$ cat src/rtl/btn_event_decoder.sv
// btn_event_decoder: classifies debounced button gestures into short/long/double-click pulses
module btn_event_decoder #(
  parameter int TICK_DIV     = 10,
  parameter int LONG_TICKS   = 50,
  parameter int DCLICK_TICKS = 20,
  parameter int CNT_W        = 8
) (
  input  logic             clk,
  input  logic             rst,
  input  logic             db_in,
  input  logic             clr,
  output logic             short_press,
  output logic             long_press,
  output logic             double_click,
  output logic [CNT_W-1:0] event_cnt,
  output logic             busy
);
  localparam int PW = $clog2(TICK_DIV);
  localparam int TW = $clog2(LONG_TICKS > DCLICK_TICKS ? LONG_TICKS : DCLICK_TICKS);
  typedef enum logic [2:0] {IDLE, PRESSED, LONG_HELD, WAIT2, PRESSED2} state_t;
  state_t        state, nxt;
  logic [PW-1:0] pcnt;
  logic [TW-1:0] tcnt;
  logic          db_d, tick, rise, fall, sp, lp, dc;
  assign tick = pcnt == PW'(TICK_DIV - 1);
  assign rise = db_in & ~db_d;
  assign fall = ~db_in & db_d;
  // Edges take priority over the tick-based timeouts in the same cycle
  always_comb begin
    nxt = state;
    sp  = 1'b0;
    lp  = 1'b0;
    dc  = 1'b0;
    case (state)
      IDLE:      nxt = rise ? PRESSED : IDLE;
      PRESSED: begin
        lp  = ~fall & tick & (tcnt == TW'(LONG_TICKS - 1));
        nxt = fall ? WAIT2 : lp ? LONG_HELD : PRESSED;
      end
      LONG_HELD: nxt = fall ? IDLE : LONG_HELD;
      WAIT2: begin
        sp  = ~rise & tick & (tcnt == TW'(DCLICK_TICKS - 1));
        nxt = rise ? PRESSED2 : sp ? IDLE : WAIT2;
      end
      PRESSED2: begin
        dc  = fall;
        nxt = fall ? IDLE : PRESSED2;
      end
      default:   nxt = IDLE;
    endcase
  end
  always_ff @(posedge clk or posedge rst)
    if (rst) begin
      pcnt         <= '0;
      tcnt         <= '0;
      db_d         <= 1'b0;
      state        <= IDLE;
      short_press  <= 1'b0;
      long_press   <= 1'b0;
      double_click <= 1'b0;
      event_cnt    <= '0;
      busy         <= 1'b0;
    end else begin
      pcnt         <= tick ? '0 : pcnt + 1'b1;
      db_d         <= db_in;
      state        <= nxt;
      tcnt         <= (nxt != state) ? '0 : tcnt + TW'(tick);
      short_press  <= sp;
      long_press   <= lp;
      double_click <= dc;
      event_cnt    <= clr ? '0 : event_cnt + CNT_W'(sp | lp | dc);
      busy         <= nxt != IDLE;
    end
endmodule

$ cat config.mk
export PLATFORM = sky130hd
export DESIGN_NAME = btn_event_decoder
export DESIGN_NICKNAME = d
export VERILOG_FILES = /design/src/rtl/btn_event_decoder.sv
export SDC_FILE = /design/constraint.sdc
export NUM_CORES = 1
export LEC_CHECK = 0
export CORE_ASPECT_RATIO = 0.8
export CORE_UTILIZATION = 55
export CTS_CLUSTER_SIZE = 14
export DETAILED_ROUTE_END_ITERATION = 16
export PLACE_DENSITY = 0.91
export REMOVE_ABC_BUFFERS = 1
export SLEW_MARGIN = 10
export SYNTH_ARGS = -nofsm -noshare
export SYNTH_HDL_FRONTEND = slang
export SYNTH_SLANG_ARGS = --single-unit
$ cat constraint.sdc
create_clock -name clk -period 5.55 [get_ports clk]
set_clock_uncertainty 0.2 [all_clocks]
set_input_delay 0.555 -clock clk [delete_from_list [all_inputs] [get_ports clk]]
set_output_delay 0.555 -clock clk [all_outputs]
set_load 0.02 [all_outputs]
After elaboration in Yosys (flattened, before gate mapping)
Index checks and enable logic that the tools add are counted.
- bits in registers: 26
- bits in latches: 0
- memory bits (writable): 0
- memory bits (read-only): 0
- input port bits: 4
- logic and storage cells: 48
- memories: 0
- add/subtract/negate cells: 3
- multipliers: 0
- divide/modulo/power cells: 0
- magnitude comparators: 0
- equality and inequality tests: 8
- shift-type cells: 0
- mux-type cells: 14
- bitwise logic cells: 12
- reduce and logical (&&, ||, !) cells: 2
- operators by type and width (cell ; count):
    one-hot mux 3 bit (5 select lines) ; 1
    adder 8 x 1 -> 8 bit ; 1
    two-way mux 2 bit ; 4
    two-way mux 8 bit ; 1
    adder 6 x 1 -> 6 bit ; 1
    bitwise AND 1 bit ; 6
    equality test 3 x 2 -> 1 bit (second input constant) ; 2
    equality test 6 x 5 -> 1 bit (second input constant) ; 1
    equality test 6 bit (second input constant) ; 1
    two-way mux 3 bit ; 2
    two-way mux 6 bit ; 1
    adder 4 x 1 -> 4 bit (second input constant) ; 1
    equality test 4 bit (second input constant) ; 1
    two-way mux 1 bit ; 4
    two-way mux 4 bit ; 1
    inverter 1 bit ; 4
    equality test 3 x 1 -> 1 bit (second input constant) ; 1
    equality test 3 bit (second input constant) ; 1
    logical NOT 3 bit ; 1
    inequality test 3 bit ; 1
    nonzero test 3 bit ; 1
    OR 1 bit ; 2

Logic depth before layout (Yosys ltp)
Gate-level depths: netlist (run 1).
- word-level depth: 10
- mapped depth: 10
- mapped depth without buffers: 9

Worst setup path before layout (run 1)
No wires, ideal clock.
- path type: in2reg
- from: input port db_in
- to: register event_cnt[4]
- library setup time: 0.119 ns
- data arrival time: 1.935 ns
- data required time: 5.231 ns
- path slack: 3.297 ns
- stages on the path: 8
- path buffers: 0
- cells stage by stage: nor2b_1 > and4bb_2 > a211o_1 > ha_1 > ha_1 > nand3_1 > xor2_1 > nor2_1
- word-level cells in the longest chain between the ends: 10
- RTL lines (what ; line ; RTL):
    start, declared ; 10 ; input logic db_in,
    inverter 1 bit ; 27 ; assign fall = ~db_in & db_d;
    bitwise AND 1 bit ; 27 ;
    inverter 1 bit ; 37 ; lp = ~fall & tick & (tcnt == TW'(LONG_TICKS - 1));
    bitwise AND 1 bit (2 in series) ; 37 ;
    two-way mux 1 bit ; 34 ; case (state)
    OR 1 bit ; 71 ; event_cnt <= clr ? '0 : event_cnt + CNT_W'(sp | lp | dc);
    OR 1 bit (*) ; 71 ;
    adder 8 x 1 -> 8 bit (*) ; 71 ;
    two-way mux 8 bit (*) ; 71 ;
    end signal, assigned ; 71 ;
    end, declared ; 15 ; output logic [CNT_W-1:0] event_cnt,
Mark *: on every way between the ends. The rest lies on a longest branch, timed or not.

Final worst setup path (run 1)
- from: input port db_in
- to: register event_cnt[6]
Same word-level chain as after synthesis.

==> results.ini, run 1 <==
[drt]
drt_first_pass_iters = 10
drc = 2
antenna_left = 0
post_drt_wl_per_cell_um = 15.3
drtIter0Drc = 35
vias = 936
drt-total-wl_um = 2440
viasPerCell = 5.85

[placed_design]
port_buffers = 15
gp_congestion = 0.792
dp_hpwl_um = 1810

[setup_path]
crit_type = in -> reg
cp_data_arrival_time_ps = 2640
worst-path-max-fanout = 6
cp.required_ps = 5570
endpoint_kind = register
reg2reg_from = pcnt[2]
critPathLaunchType = input port
crit_start = db_in

[clocking]
cts_hold_buf = 0
htreeDepth = 1
ctsResizeCount = 0
cts_buffer_depth = 2
clk_pin_slew_ps = 140
cts_buffers = 3
worstSkewPairLatency_ps = 320
clock-sinks = 26
cts_setup_buffers = 0
cts_root_buf = clkbuf_4
cts_tree = done

[grt]
grt_overflow = 0
grt_pass1_wl_um = 3970
grt_pass1_vias = 858
grt_max_degree = 27
grt_usage_pct = 20.8
antenna_found_initial = 0

[logic_synthesis]
netlist_instances = 117
ys_ff_latch = 26
ys_async_sr_fraction_pct = 100
synth_ff_type = dfrtp_1
ys_top_cells_by_area = dfrtp_1 (48%), xor2_1 (3.9%), ha_1 (3.7%)
synth_top_area_share_pct = 48.5
ys_warn_count = 0
ys_types = 38
postSynthAreaPerCell_um2 = 11.5
ys_seq_area_share_pct = 48.5
synth.largest_area_cell = dfrtp_1
netlist_area_mm2 = 0.00134
synth_edf_count = 0

[die]
io-pin-count = 16
die_w_um = 57.2
row_count = 15
die_area_mm2 = 0.00264
core_area_mm2 = 0.00223
die_h_um = 46.2
initial_core_util_pct = 60.1

[power]
switching_share_pct = 30.7
p_switching_w = 0.000143
combPwrFrac_pct = 24.8
leakage_nw = 0.759
seq_power_share_pct = 47.6
ir_worst_vdd_mv = 0.244
p_int_w = 0.000324
clkPwrFrac_pct = 27.7
power_density_mw_per_mm2 = 299

[layout]
area_growth_pct = 16.4
nets = 144
drive_gt1_share_pct = 13.3
nFillCells = 173
diodes = 0

[timing]
fmax_mhz = 381
period_needed_ps = 2620
fin_crit_sh_pct = 47.3
slew_viol_final = 0
rsz0062_at_grt = false
worst_pin_slew_ps = 968
setup_viol = 0
final_hold_viol_count = 0
fin_setup_tns_ps = 0
hold_ws_ps = 346
relSlewSlack_pct = 35.4

[worst_hold_path]
hold_start = pcnt[0]
min-delay-path-class = reg -> reg

[status]
status = finished, violations left
violations = DRC

[job]
cap_violations = 0

power groups by stage:
stage / Combinational [W] / Clock, W / Sequential, W
floorplan: 0.0000810 / 0 / 0.000225
detailed placement: 0.000116 / 0 / 0.000225
global route: 0.000123 / 0.000136 / 0.000225
finish: 0.000116 / 0.000129 / 0.000222
global placement: 0.000111 / 0 / 0.000223
CTS: 0.000116 / 0.000130 / 0.000221
logic make-up (layout without fill, tap and decap cells):
group | count (synthesis) | in the layout | synth area share, %
xor+xnor | 11 | 11 | 7.18
compound gates | 22 | 22 | 13.9
flops | 26 | 26 | 48.5
simple gates | 45 | 45 | 22.5
buf+inv | 7 | 25 | 2.70
fa+ha+maj | 4 | 4 | 3.73
mux | 2 | 2 | 1.58
per-stage QoR:
step	std cells	utilization, %	area [um2]	worst slack, ps	power, W
after CTS	160	70.0	1560	2940	0.000467
after floorplan	116	-	1330	3300	0.000306
after detailed placement	156	67.6	1510	2590	0.000340
after global placement	156	67.6	1510	2660	0.000334
after global routing	160	70.0	1560	2830	0.000485
final	160	70.0	1560	2930	0.000467
final timing paths:
kind,endpoint,slack [ps],depth (start not counted)
max,event_cnt[6],2930,9
min,pcnt[0],350,1
max reg2reg,event_cnt[4],3130,9
min reg2reg,pcnt[0],350,1
max in group asynchronous,state[2],4030,2
min in group asynchronous,event_cnt[7],540,2
layer usage:
metal  vias up  share of wire (%)  GRT usage (%)
met5         -                  0              0
met4         0               0.86           6.34
met2        17                 49           35.1
met1       463                 47           27.1
met3         2                3.4           5.06
li1        454                  -              -
Yosys cell counts (2+ instances only):
library cell,count
ha_1,4
nor2b_1,3
nand3_1,6
nor3b_1,2
a21oi_1,2
o21ai_0,5
and3_1,2
nand2_1,9
inv_1,6
xnor2_1,5
a211oi_1,6
and4bb_4,2
xor2_1,6
nor2_1,10
dfrtp_1,26
cells in the final DEF (no fill, tap or decap), types with 2 or more instances in the layout:
cell	n
nor2_1	10
nor3b_1	2
and3_1	2
nand2_1	9
a21oi_1	2
xor2_1	6
dfrtp_1	26
o21ai_0	5
xnor2_1	5
nor2b_1	3
nand3_1	6
clkbuf_4	3
a211oi_1	6
inv_1	6
and4bb_4	2
ha_1	4
clkdlybuf4s50_1	15
final cells by class:
class,instances,area [um2],area share [%]
clock buffers,3,22.5,1.44
clock inverters,1,30.0,1.92
inverters,6,22.5,1.44
multi-input cells,84,656,42.0
flip-flops and latches,26,651,41.6
well taps,25,31.3,2.00
repair buffers,15,150,9.61
worst max-delay path, stage by stage:
cell and delay [ps]:
clkdlybuf4s50_1 520, nor2b_1 240, and4bb_2 310, a211o_1 270, ha_1 190, ha_1 220
nand3_1 110, xor2_1 170, nor2_1 50
registers in the layout, summed over array words and instances (netlist names):
signal        count
tcnt              6
state             3
short_press       1
db_d              1
long_press        1
pcnt              4
double_click      1
event_cnt         8
busy              1
Note: power is estimated with default switching activity, not from simulation.
==> inputs of run 2 (changes only) <==
--- a/config.mk
+++ b/config.mk
@@ -6,10 +6,10 @@
 export NUM_CORES = 1
 export LEC_CHECK = 0
 export CORE_ASPECT_RATIO = 0.8
-export CORE_UTILIZATION = 55
+export CORE_UTILIZATION = 49
 export CTS_CLUSTER_SIZE = 14
 export DETAILED_ROUTE_END_ITERATION = 16
-export PLACE_DENSITY = 0.91
+export PLACE_DENSITY = 0.86
 export REMOVE_ABC_BUFFERS = 1
 export SLEW_MARGIN = 10
 export SYNTH_ARGS = -nofsm -noshare
==> constraint.sdc (replaced) <==
create_clock -name clk -period 2.2 [get_ports clk]
set_clock_uncertainty 0.2 [all_clocks]
set_input_delay 0.22 -clock clk [delete_from_list [all_inputs] [get_ports clk]]
set_output_delay 0.22 -clock clk [all_outputs]
set_load 0.02 [all_outputs]
==> results.ini, run 2 (synthesis gave the netlist of run 1 again) <==
[status]
status = completed

[die]
core_area_mm2 = 0.00252  ; +13%
die_h_um = 48.8  ; +5.7%
row_count = 16  ; +1
die_area_mm2 = 0.00295  ; +12%
initial_core_util_pct = 53.2  ; -6.9 points
io-pin-count = 16  ; unchanged
die_w_um = 60.5  ; +5.7%

[timing]
worst_pin_slew_ps = 330  ; -638 ps
fin_crit_sh_pct = 99.9
fmax_mhz = 455
layout_setup_ws_ps = 1.12  ; -2930 ps
relSlewSlack_pct = 78.0  ; +43 points
final_hold_viol_count = 0  ; unchanged
setup_viol = 0  ; unchanged
period_needed_ps = 2200
slew_viol_final = 0  ; unchanged
rsz0062_at_grt = true
hold_ws_ps = 34.1  ; -312 ps

[setup_path]
cpPeakStageDelay_ps = 410  ; -110 ps
cp_data_arrival_time_ps = 2230  ; -410 ps
crit_type = reg -> reg
cp.required_ps = 2230  ; -3340 ps
path_cells = and4bb_4 > nand3_4 > nor3_4 > a211o_1 > ha_2 > ha_2 > nand3_1 > xor2_1 > nor2_1
worst-path-max-fanout = 4  ; -2
path_common_cell = ha_2
critPathLaunchType = register
endpoint_kind = register
crit_path_top_delay_cell = dfrtp_1

[worst_hold_path]
min-delay-path-class = in -> async

[power]
p_total_w = 0.00114  ; +140%
leakage_nw = 0.855  ; +13%
power_density_mw_per_mm2 = 650  ; +120%
ir_worst_vdd_mv = 0.637  ; +160%

[drt]
drc = 0  ; -2
drt-total-wl_um = 2830  ; +16%
post_drt_wl_per_cell_um = 14.6  ; -4.1%
viasPerCell = 5.33  ; -9.0%
drt_first_pass_iters = 4  ; -6
antenna_left = 0  ; unchanged
drtIter0Drc = 23  ; -34%
vias = 1028  ; +9.8%

[layout]
final_cell_mix = dfrtp_1 (26), buf_4 (22), clkdlybuf4s50_1 (15)
final_common_cell = dfrtp_1
nets = 166  ; +15%
drive_gt1_share_pct = 28.0  ; +15 points
area_growth_pct = 30.7
largest-register = event_cnt
reg_top3 = event_cnt x8, tcnt x6, pcnt x4
largest_reg_flops = 8  ; unchanged
diodes = 0  ; unchanged

[clocking]
cts_root_buf = clkbuf_4
clock-sinks = 26  ; unchanged
htreeDepth = 1  ; unchanged
worstSkewPairLatency_ps = 330  ; about the same
cts_buffer_depth = 2  ; unchanged
clk_pin_slew_ps = 130  ; about the same
cts_tree = done
cts_hold_buf = 0  ; unchanged
cts_buffers = 3  ; unchanged

[placed_design]
gp_congestion = 0.820  ; +3.6%
place_ws_ps = -264  ; -2850 ps
dp_hpwl_um = 2050  ; +13%
port_buffers = 15  ; unchanged

[grt]
grt_pass1_wl_um = 4560  ; +15%
grt_max_degree = 27  ; unchanged
antenna_found_initial = 0  ; unchanged
grt_pass1_vias = 1031  ; +20%
grt_usage_pct = 20.8  ; +0.039 points
grt_overflow = 0  ; unchanged

[job]
cap_violations = 0  ; unchanged

-- run 2: layout make-up --
type	instances	area, um2
Multi-Input combinational cell	84	684
Sequential cell	26	651
Fill cell	189	768
Clock buffer	4	36.3
Tap cell	36	45.0
Inverter	6	22.5
Timing Repair Buffer	37	315
-- run 2: metal layers --
layer / wire [um] / GRT usage [%] / vias to the layer above
met5: 0 / 0 / -
met4: 27 / 5.30 / 0
met3: 104 / 5.84 / 4
met2: 1370 / 33.2 / 18
met1: 1320 / 27.9 / 509
li1: - / - / 497
-- run 2: metrics by stage --
stage	util [%]	setup TNS, ps	instance area (um2)	instances
after CTS	68.1	0	1720	192
after global routing	69.5	-345	1750	193
after floorplan	-	0	1330	116
final	69.5	0	1750	193
after detailed placement	66.1	-1420	1670	186
after global placement	66.1	-1170	1670	186
-- run 2: path summary, 6_finish.rpt --
path                       startpoint      endpoint  slack, ps  cells after the start
max                           pcnt[2]  event_cnt[6]          1                      9
min                               rst  event_cnt[6]         30                      3
max reg2reg                   pcnt[2]  event_cnt[6]          1                      9
min reg2reg                   pcnt[0]       pcnt[0]        380                      2
max in group asynchronous         rst  event_cnt[4]       1520                      3
min in group clk                db_in          db_d        280                      2
-- run 2: timing repair --
item | in CTS | in global routing
setup buffers | 2 | 1
endpoints found under the setup margin | 4 | 4
pin swaps | 2 | 5
gates resized for setup | 0 | 6
-- run 2: critical path: cells and delay by family (launching register included) --
| kind | cells | cell delay [ps] |
|---|---|---|
| AO/OA/AOI/OAI | 1 | 120 |
| XOR/XNOR | 1 | 150 |
| adder cells (fa/ha/maj) | 2 | 370 |
| flip-flops | 1 | 410 |
| AND/OR/NAND/NOR | 5 | 840 |
-- run 2: report_power, final --
part / internal, W / leakage, nW / switching [W]
sequential: 0.000511 / 0.345 / 0.0000401
clock: 0.000102 / 0.0210 / 0.000145
combinational: 0.000147 / 0.488 / 0.000195
total: 0.000760 / 0.855 / 0.000380
